[src/rtl/panel_pkg.sv]
// Shared constants and the quadrature step decoder for the front-panel scanner.
package panel_pkg;

  // Cycles after reset release during which encoders only track position.
  localparam int ENC_PRIME_CYCLES = 3;

  // Button pins pull low when pressed.
  localparam logic KEY_ACTIVE = 1'b0;

  // One decoded encoder step: delta in {-1,0,+1} and an illegal-jump flag.
  typedef struct packed {
    logic signed [1:0] delta;
    logic              illegal;
  } quad_step_t;

  // Gray position of {A,B} along the forward sequence 00->01->11->10.
  function automatic logic [1:0] quad_pos(input logic [1:0] ab);
    logic [1:0] p;
    case (ab)
      2'b00:   p = 2'd0;
      2'b01:   p = 2'd1;
      2'b11:   p = 2'd2;
      default: p = 2'd3;
    endcase
    return p;
  endfunction

  // Position difference mod 4: +1 forward, 3 reverse, 2 means both phases flipped.
  function automatic quad_step_t quad_delta(input logic [1:0] prev, input logic [1:0] cur);
    quad_step_t r;
    logic [1:0] d;
    d = quad_pos(cur) - quad_pos(prev);
    r = '0;
    case (d)
      2'd1:    r.delta   = 2'sb01;
      2'd3:    r.delta   = 2'sb11;
      2'd2:    r.illegal = 1'b1;
      default: r.delta   = 2'sb00;
    endcase
    return r;
  endfunction

endpackage

[src/rtl/panel_quad_decoder.sv]
// One quadrature encoder channel: sync, priming, wrapping count, sticky moved/err.
module panel_quad_decoder
  import panel_pkg::*;
#(
  parameter int CNT_W = 8
) (
  input  logic             gclk,
  input  logic             grst_n,
  input  logic             enc_a,
  input  logic             enc_b,
  input  logic             clr,
  output logic [CNT_W-1:0] count,
  output logic             moved,
  output logic             err
);

  localparam int STAGES = ENC_PRIME_CYCLES - 1;

  logic [1:0]       ab_s1, ab_s2, prev;
  logic [STAGES:0]  vld_pipe;
  quad_step_t       step;
  logic [CNT_W-1:0] delta_ext, base;

  // Decode only once priming has filled prev with a real synced position.
  always_comb begin
    step      = '0;
    if (vld_pipe[STAGES]) step = quad_delta(prev, ab_s2);
    delta_ext = step.delta[1] ? '1 : {{(CNT_W-1){1'b0}}, step.delta[0]};
    base      = clr ? '0 : count;
  end

  // Sync, prime shift register, and count/flag update; a clear never drops a same-cycle step.
  always_ff @(posedge gclk or negedge grst_n) begin
    if (!grst_n) begin
      ab_s1    <= '0;
      ab_s2    <= '0;
      prev     <= '0;
      vld_pipe <= '0;
      count    <= '0;
      moved    <= 1'b0;
      err      <= 1'b0;
    end else begin
      ab_s1    <= {enc_a, enc_b};
      ab_s2    <= ab_s1;
      prev     <= ab_s2;
      vld_pipe <= {vld_pipe[STAGES-1:0], 1'b1};
      count    <= base + delta_ext;
      moved    <= (moved & ~clr) | (step.delta != 2'sb00);
      err      <= (err & ~clr) | step.illegal;
    end
  end

endmodule

[src/rtl/panel_input_scanner.sv]
// Front-panel scanner: debounced keys with sticky press events, quadrature encoders, irq.
module panel_input_scanner
  import panel_pkg::*;
#(
  parameter int NUM_KEYS        = 12,
  parameter int NUM_ENC         = 2,
  parameter int DEBOUNCE_CYCLES = 50000,
  parameter int CNT_W           = 8
) (
  input  logic                     PLD_MCLK,
  input  logic                     EPL_RESETN,
  input  logic [NUM_KEYS-1:0]      key_raw,
  input  logic [NUM_ENC-1:0]       enc_a,
  input  logic [NUM_ENC-1:0]       enc_b,
  input  logic [NUM_KEYS-1:0]      key_evt_clr,
  input  logic [NUM_ENC-1:0]       enc_clr,
  output logic [NUM_KEYS-1:0]      key_state,
  output logic [NUM_KEYS-1:0]      key_event,
  output logic [NUM_ENC*CNT_W-1:0] enc_count,
  output logic [NUM_ENC-1:0]       enc_moved,
  output logic [NUM_ENC-1:0]       enc_err,
  output logic                     irq
);

  localparam int            DB_W   = (DEBOUNCE_CYCLES > 2) ? $clog2(DEBOUNCE_CYCLES) : 1;
  localparam logic [DB_W-1:0] DB_MAX = DB_W'(DEBOUNCE_CYCLES - 1);

  logic [NUM_ENC-1:0][CNT_W-1:0] cnt_pk;

  // Per-key sync and debounce; stable resets released so no press appears at reset.
  for (genvar i = 0; i < NUM_KEYS; i++) begin : g_key
    logic            s1, s2, stable, evt;
    logic [DB_W-1:0] db_cnt;

    always_ff @(posedge PLD_MCLK or negedge EPL_RESETN) begin
      if (!EPL_RESETN) begin
        s1     <= ~KEY_ACTIVE;
        s2     <= ~KEY_ACTIVE;
        stable <= ~KEY_ACTIVE;
        db_cnt <= '0;
        evt    <= 1'b0;
      end else begin
        s1 <= key_raw[i];
        s2 <= s1;
        if (s2 == stable) begin
          db_cnt <= '0;
          evt    <= evt & ~key_evt_clr[i];
        end else if (db_cnt == DB_MAX) begin
          stable <= s2;
          db_cnt <= '0;
          // Only the transition into the pressed level raises the event; set wins over clear.
          evt    <= (evt & ~key_evt_clr[i]) | (s2 == KEY_ACTIVE);
        end else begin
          db_cnt <= db_cnt + 1'b1;
          evt    <= evt & ~key_evt_clr[i];
        end
      end
    end

    assign key_state[i] = (stable == KEY_ACTIVE);
    assign key_event[i] = evt;
  end

  // One decoder per encoder channel.
  for (genvar e = 0; e < NUM_ENC; e++) begin : g_enc
    panel_quad_decoder #(.CNT_W(CNT_W)) u_dec (
      .gclk   (PLD_MCLK),
      .grst_n (EPL_RESETN),
      .enc_a  (enc_a[e]),
      .enc_b  (enc_b[e]),
      .clr    (enc_clr[e]),
      .count  (cnt_pk[e]),
      .moved  (enc_moved[e]),
      .err    (enc_err[e])
    );
  end

  assign enc_count = cnt_pk;

  // Registered interrupt: follows the sticky flags by one cycle.
  always_ff @(posedge PLD_MCLK or negedge EPL_RESETN) begin
    if (!EPL_RESETN) irq <= 1'b0;
    else             irq <= (|key_event) | (|enc_moved);
  end

endmodule

[config.mk]
export PLATFORM = sky130hd
export DESIGN_NAME = panel_input_scanner
export DESIGN_NICKNAME = d
export VERILOG_FILES = /design/src/rtl/panel_pkg.sv /design/src/rtl/panel_quad_decoder.sv /design/src/rtl/panel_input_scanner.sv
export SDC_FILE = /design/constraint.sdc
export NUM_CORES = 1
export LEC_CHECK = 0
export BUFFER_PORTS_ARGS = -buffer_cell sky130_fd_sc_hd__buf_2
export CAP_MARGIN = 20
export CORE_AREA = 2 2 183 185
export CTS_BUF_LIST = sky130_fd_sc_hd__clkbuf_8
export CTS_CLUSTER_DIAMETER = 50
export CTS_CLUSTER_SIZE = 16
export DETAILED_ROUTE_END_ITERATION = 16
export DIE_AREA = 0 0 185 187
export GPL_ROUTABILITY_DRIVEN = 0
export SYNTH_ARGS = -nofsm -noshare
export SYNTH_HDL_FRONTEND = slang
export SYNTH_SLANG_ARGS = --single-unit
[constraint.sdc]
create_clock -name PLD_MCLK -period 3.75 [get_ports PLD_MCLK]
set_input_delay 0.375 -clock PLD_MCLK [delete_from_list [all_inputs] [get_ports PLD_MCLK]]
set_output_delay 0.375 -clock PLD_MCLK [all_outputs]
set_load 0.1 [all_outputs]
==> metrics.md, run 1 <==
| Metric | Value |
|---|---|
| Status | `completed` |
| Worst Hold Class | `in -> reg` |
| Residual DRC | `0` |
| Post-synth cell types | `58` |
| Final Util | `0.449` |
| CTS clk-pin slew, worst paths | `80 ps` |
| Flops & latches, synth | `276` |
| Fraction of registers with async set/reset | `1.00` |
| Detail Placement HPWL | `15,800 um` |
| Number of global-route vias before repair | `8,746` |
| Largest stage delay on the critical path | `480 ps` |
| Final setup TNS | `0 ps` |
| Fill cells | `around 3,100` |
| Yosys top cell area share | `0.466` |
| Fin. Hold Viols | `0` |
| Syn. warnings | `0` |
| Layout area overhead | `14.4%` |
| Critical path, cell by cell | `inv_1, ha_1, ha_1, xnor3_1, nor2_2, xnor2_1, ha_1, inv_1, o21ai_0, a2111o_1, o31a_1, o311a_1` |
| Lkg Pwr | `~6.6 nW` |
| Area contributors post-synth | `dfrtp_1 (47%), xor2_1 (7.4%), dfstp_2 (7.3%)` |
| Antenna-violating nets left | `0` |
| Post-CTS setup buffer count | `0` |
| Reg area | `roughly 0.007 mm2` |
| Setup CP Type | `reg -> reg` |
| CTS-repair resized insts | `0` |
| Syn Area/Cell | `10.2 um2` |
| Antenna violations before repair | `0` |
| Port bufs | `76` |
| Fmax | `292 MHz` |
| Peak supply drop | `around 0.0004 V` |
| Register area share after synthesis | `0.539` |
| Initial core utilization | `0.392` |
| Tcrit/Tclk final | `0.913` |
| Post-DP Area | `roughly 0.014 mm2` |
| Multi-input combinational cell area | `roughly 0.0054 mm2` |
| Slew margin rel. | `0.482` |
| Root buf cell | `clkbuf_8` |
| 1st-iter DRT viols | `375` |
| Cells after Synth | `1,263` |
| CTS H-tree lvls | `2` |
| Routed via count | `slightly below 9,000` |
| Critical Path RT | `~4200 ps` |
| Area of the mapped netlist | `0.0129 mm2` |
| PwrDens | `469 mW/mm2` |
| Remaining global-route overflow | `0` |
| Die Span Y | `about 190 um` |
| Critical-path top delay cell | `xnor3_1` |
| Least-Margin Pin Slew | `776 ps` |
| First-pass GRT wire length | `approximately 41,000 um` |
| Wirelength per Cell | `12.9 um` |
| Row count | `between 60 and 70` |
| CP Max Fanout | `8` |
| Finished Cell Area | `0.0148 mm2` |
| Worst-Skew Late Latency | `540 ps` |
| Synth Net Count | `1,322` |
| CTS buffer count | `37` |
| Crit path DAT | `3830 ps` |
| Post-synth top flop | `dfrtp_1` |
| Placed cell count | `1,741` |
| 1st-pass router iterations | `5` |
| Largest net degree at the start of global routing | `99` |
| Clock Tree Buf Depth | `3` |
| # IOs | `77` |
| Crit. End Element | `register` |
| Clock Skew | `about 21 ps` |
| Post-layout min period | `3420 ps` |
| Number of synthesized flops with an enable pin | `0` |
| Die X | `185 um` |
| Post-synth top area cell | `dfrtp_1` |
| Die Area | `0.0346 mm2` |
| Fin. max-slew vios | `0` |
| Cell Count, Final, Fillers Out | `1,834` |
| Core footprint | `0.0329 mm2` |
| Startpoint Class | `register` |
| Final setup viols | `0` |
| TritonCTS clock tree | `yes` |
| Layout Nets | `about 1,400` |
| Routed vias/inst | `4.85` |
| Max Cap Violations | `0` |
| Fraction of final layout cells sized beyond drive strength 1 | `0.144` |
| Worst path most repeated cell | `ha_1` |
| RSZ-0062 raised after global routing | `no` |
| Tightest hold margin | `34.6 ps` |
| GR Util All Layers | `0.140` |
| Hold Buf Count CTS | `25` |
| Total Routed Length | `23,700 um` |
| TritonCTS sink count | `276` |
| Antenna Cells | `0` |
==> sequential cells by signal, indices dropped and copies added (netlist names), 12 cells and up <==
signal	flops
g_key.db_cnt	192
g_key.s1	12
g_enc.u_dec.count	16
g_key.evt	12
g_key.stable	12
g_key.s2	12
==> cells in the mapped netlist (all sizes together), types with 9 or more instances <==
cell and n:
a21oi 9, and3 49, and4 11, buf 19, clkbuf 30, dfrtp 240, dfstp 36, ha 27
inv 65, mux2 12, nand2 65, nand3 70, nand4 50, nor2 240, nor2b 15, nor3 43
nor4b 13, o21ai 12, o32ai 12, xnor2 80, xor2 109
==> kinds of logic (layout without fill, tap and decap cells) <==
family | Yosys count | after routing | synth area share
simple gates | 576 | 576 | 0.215
flops | 276 | 276 | 0.539
xor+xnor | 191 | 191 | 0.132
buf+inv | 114 | 237 | 0.0381
compound gates | 64 | 64 | 0.0367
fa+ha+maj | 27 | 27 | 0.0262
mux | 14 | 14 | 0.0120
other cells | 1 | 1 | 0.000291
==> path summary, 6_finish.rpt <==
check                                             start                       to  slack, ps  depth (start not counted)
max in group asynchronous                    EPL_RESETN              g_key[9].s1       2440                          3
worst min register to register              g_key[6].s1              g_key[6].s2        340                          0
worst max register to register  g_enc[0].u_dec.ab_s2[0]  g_enc[0].u_dec.count[6]        330                         12
worst min-delay path                     key_evt_clr[7]             g_key[7].evt         30                          2
worst max-delay path            g_enc[0].u_dec.ab_s2[0]  g_enc[0].u_dec.count[6]        330                         12
min in group asynchronous                    EPL_RESETN       g_key[4].db_cnt[5]        430                          2
==> cell type report <==
| class | instances | area share |
|---|---|---|
| clock buffers | 39 | 0.0364 |
| multi-input cells | 873 | 0.369 |
| flip-flops and latches | 276 | 0.471 |
| repair buffers | 104 | 0.0475 |
| inverters | 65 | 0.0165 |
| clock inverters | 29 | 0.0210 |
| well taps | 448 | 0.0380 |
==> cells in the final DEF, fill, tap and decap left out, types with 25 or more instances in the layout <==
cell type	instances
nor2_1	237
nand3_1	70
clkbuf_8	39
xnor2_1	80
buf_2	75
nand2_1	65
and3_1	49
inv_1	67
dlygate4sd3_1	25
dfrtp_1	240
nand4_1	50
dfstp_2	36
nor3_1	43
ha_1	27
xor2_1	109
==> layer usage <==
metal / GRT usage / up-vias / share of wire
met4: 0.0379 / 0 / 0.021
met3: 0.0247 / 39 / 0.036
met5: 0 / - / 0
met2: 0.227 / 122 / 0.46
met1: 0.195 / 4303 / 0.48
li1: - / 4422 / -
==> critical path, delay by kind of cell (launching register included) <==
family          cells  cell delay [ps]
compound gates      4             1090
fa+ha+maj           3              720
xor+xnor            2              610
flops               1              380
simple gates        1              340
buf+inv             2              160
==> power by group <==
group | internal, W | total (W) | leakage [nW] | switching (W)
combinational | 0.000269 | 0.00109 | 2.49 | 0.000821
clock | 0.00127 | 0.00256 | 0.425 | 0.00129
sequential | 0.00310 | 0.00326 | 3.64 | 0.000158
total | 0.00464 | 0.00691 | 6.56 | 0.00227
==> stage by stage <==
stage | power [W] | worst slack (ps)
6_report | 0.00691 | 327
5_1_grt | 0.00727 | 146
4_1_cts | 0.00704 | 331
3_5_place_dp | 0.00439 | 351
3_3_place_gp | 0.00439 | 424
2_1_floorplan | 0.00415 | 603
Power figures use the tool's default switching activity.
==> run 2, diff against run 1 <==
Clock period 3.75 ns to 3.65 ns, I/O delays scaled along.
==> run 2 against run 1 <==
Effect of this change: count of clock-buffer cells in the layout up 2; combinational power up 4%; critical path depth down 2; non-clock buffer count up 7; critical endpoint unchanged; largest power group unchanged; highest routed layer unchanged.
==> metrics.md, run 2 (synthesis gave the netlist of run 1 again) <==
| Metric | Value |
|---|---|
| Status | `completed` |
| Post-layout min period | `3230 ps (-193 ps)` |
| Clock Tree Buf Depth | `3 (unchanged)` |
| Fraction of final layout cells sized beyond drive strength 1 | `0.148 (+0.00358)` |
| Most flops, register | `g_key.db_cnt` |
| Tcrit/Tclk final | `0.885 (-0.0279)` |
| Initial core utilization | `0.392 (unchanged)` |
| PwrDens | `479 mW/mm2 (+2.2%)` |
| DP Worst Slack | `406 ps (+54.7 ps)` |
| GR Util All Layers | `0.143 (+0.00235)` |
| M3 GR Usage | `0.0265 (+0.00175)` |
| Crit path DAT | `3660 ps (-170 ps)` |
| RSZ-0062 raised after global routing | `no` |
| First-pass GRT wire length | `41,500 um (+1.3%)` |
| Clock group share of total power | `0.369 (about the same)` |
| Peak supply drop | `0.000487 V (+23%)` |
| Met1 GRT Util | `0.200 (+0.00503)` |
| Combinational power share | `0.159 (about the same)` |
| Sw frac | `0.324 (-0.00488)` |
| Least-Margin Pin Slew | `970 ps (+193 ps)` |
| Die Span Y | `187 um (unchanged)` |
| Lkg Pwr | `6.59 nW (+0.57%)` |
| Antenna-violating nets left | `0 (unchanged)` |
| Most frequent cells in the layout | `dfrtp_1 (240), nor2_1 (237), xor2_1 (109), xnor2_1 (80), buf_2 (75)` |
| Largest net degree at the start of global routing | `123 (+24%)` |
| Row count | `67 (unchanged)` |
| Crit. End Element | `register` |
| Antenna violations before repair | `0 (unchanged)` |
| Wirelength per Cell | `12.9 um (about the same)` |
| Die Area | `0.0346 mm2 (unchanged)` |
| Detail Placement HPWL | `16,000 um (+1.7%)` |
| Switch Pwr | `0.00230 W (+1.2%)` |
| Max Cap Violations | `0 (unchanged)` |
| Layout area overhead | `14.9%` |
| 1st-pass router iterations | `5 (unchanged)` |
| Antenna Cells | `0 (unchanged)` |
| Die X | `185 um (unchanged)` |
| # IOs | `77 (unchanged)` |
| Root buf cell | `clkbuf_8` |
| CP Max Fanout | `8 (unchanged)` |
| Int Pwr | `0.00480 W (+3.5%)` |
| Final setup TNS | `0 ps (unchanged)` |
| Post-CTS setup buffer count | `0 (unchanged)` |
| Commonest non-fill, non-tap cell in the layout | `dfrtp_1` |
| CTS buffer count | `37 (unchanged)` |
| Clock Skew | `13.5 ps (-7.65 ps)` |
| Reg power frac | `0.472 (about the same)` |
| Number of flip-flops in the largest register | `192 (unchanged)` |
| Fin. max-slew vios | `0 (unchanged)` |
| TritonCTS clock tree | `yes` |
| Remaining global-route overflow | `0 (unchanged)` |
| CTS clk-pin slew, worst paths | `80 ps (about the same)` |
| TritonCTS sink count | `276 (unchanged)` |
| Largest registers | `g_key.db_cnt x192, g_enc.u_dec.count x16` |
| Layout Nets | `1,423 (+0.49%)` |
| Worst-Skew Late Latency | `540 ps (about the same)` |
| Fin. Hold Viols | `0 (unchanged)` |
| Critical Path RT | `4080 ps (-80 ps)` |
| Slew margin rel. | `0.353 (-0.129)` |
| Total Routed Length | `23,800 um (+0.41%)` |
| Startpoint Class | `register` |
| Met2 GRT Util | `0.228 (+0.00101)` |
| Residual DRC | `0 (unchanged)` |
| Routed via count | `8,838 (-0.54%)` |
| 1st-iter DRT viols | `448 (+19%)` |
| Setup CP Type | `reg -> reg` |
| Final setup viols | `0 (unchanged)` |
| Worst Hold Class | `in -> reg` |
| CTS H-tree lvls | `2 (unchanged)` |
| Setup slack after layout | `420 ps (+93.3 ps)` |
| Fmax | `310 MHz (+6.0%)` |
| Number of global-route vias before repair | `8,779 (+0.38%)` |
| Port bufs | `76 (unchanged)` |
| Routed vias/inst | `4.80 (-0.92%)` |
| Core footprint | `0.0329 mm2 (unchanged)` |
| Gr busiest metal | `met2` |
[run 2: cell count changes in the layout (fill, tap and decap cells not counted), sizes merged]
cell         delta
clkinvlp        -2
clkinv          +5
clkbuf          +2
inv             -5
buf             +4
dlygate4sd3     +3
[run 2: worst max-delay path, stage by stage, from the launching register on]
cell and delay [ps]:
dfrtp_1 370, inv_1 60, ha_1 300, ha_1 200, xnor3_1 530, nor2_2 90
ha_1 340, a211o_1 300, a2111o_1 400, o31a_1 250, o311a_1 280
[run 2: cell type report]
| cell class | count | area (um2) |
|---|---|---|
| repair buffers | 111 | 761 |
| well taps | 448 | 561 |
| clock inverters | 27 | 288 |
| flip-flops and latches | 276 | 6950 |
| clock buffers | 41 | 564 |
| fillers | 3159 | 18000 |
| inverters | 65 | 244 |
| multi-input cells | 873 | 5450 |
[run 2: stage by stage]
stage          cells  instance area [um2]  total power [W]   util  hold slack (ps)
6_report        1841                14800          0.00710  0.451             45.1
5_1_grt         1841                14800          0.00748  0.451             28.1
4_1_cts         1841                14800          0.00723  0.451             8.79
3_5_place_dp    1745                13700          0.00452  0.416              335
3_3_place_gp    1745                13700          0.00451  0.416              333
2_1_floorplan   1263                12900          0.00426      -             69.4
[run 2: worst paths after layout]
| kind | startpoint | end | slack [ps] | depth (start not counted) |
|---|---|---|---|---|
| worst min register to register | g_enc[1].u_dec.ab_s1[0] | g_enc[1].u_dec.ab_s2[0] | 350 | 0 |
| worst max-delay path | g_enc[0].u_dec.ab_s2[0] | g_enc[0].u_dec.count[6] | 420 | 10 |
| min in group asynchronous | EPL_RESETN | g_key[4].db_cnt[6] | 490 | 2 |
| worst max register to register | g_enc[0].u_dec.ab_s2[0] | g_enc[0].u_dec.count[6] | 420 | 10 |
| worst min-delay path | key_evt_clr[2] | g_key[2].evt | 50 | 2 |
| max in group asynchronous | EPL_RESETN | g_key[9].s1 | 2200 | 3 |
[run 2: power by group through the flow]
stage / combinational (W) / sequential (W) / clock (W)
final: 0.00113 / 0.00335 / 0.00262
after detailed placement: 0.00112 / 0.00341 / 0
after floorplan: 0.000488 / 0.00377 / 0
after global placement: 0.00111 / 0.00341 / 0
after global routing: 0.00122 / 0.00338 / 0.00288
after CTS: 0.00114 / 0.00335 / 0.00273
[run 2: what timing repair did]
item / in CTS / in global routing
hold endpoints to repair: 124 / 0
gates resized for setup: 0 / 0
hold buffers: 28 / 0
[run 2: per-layer routing]
metal,routed length [um],up-vias,share of wire
met4,413,0,0.017
li1,-,4439,-
met1,11500,4229,0.48
met3,881,32,0.037
met5,0,-,0
met2,11000,138,0.46
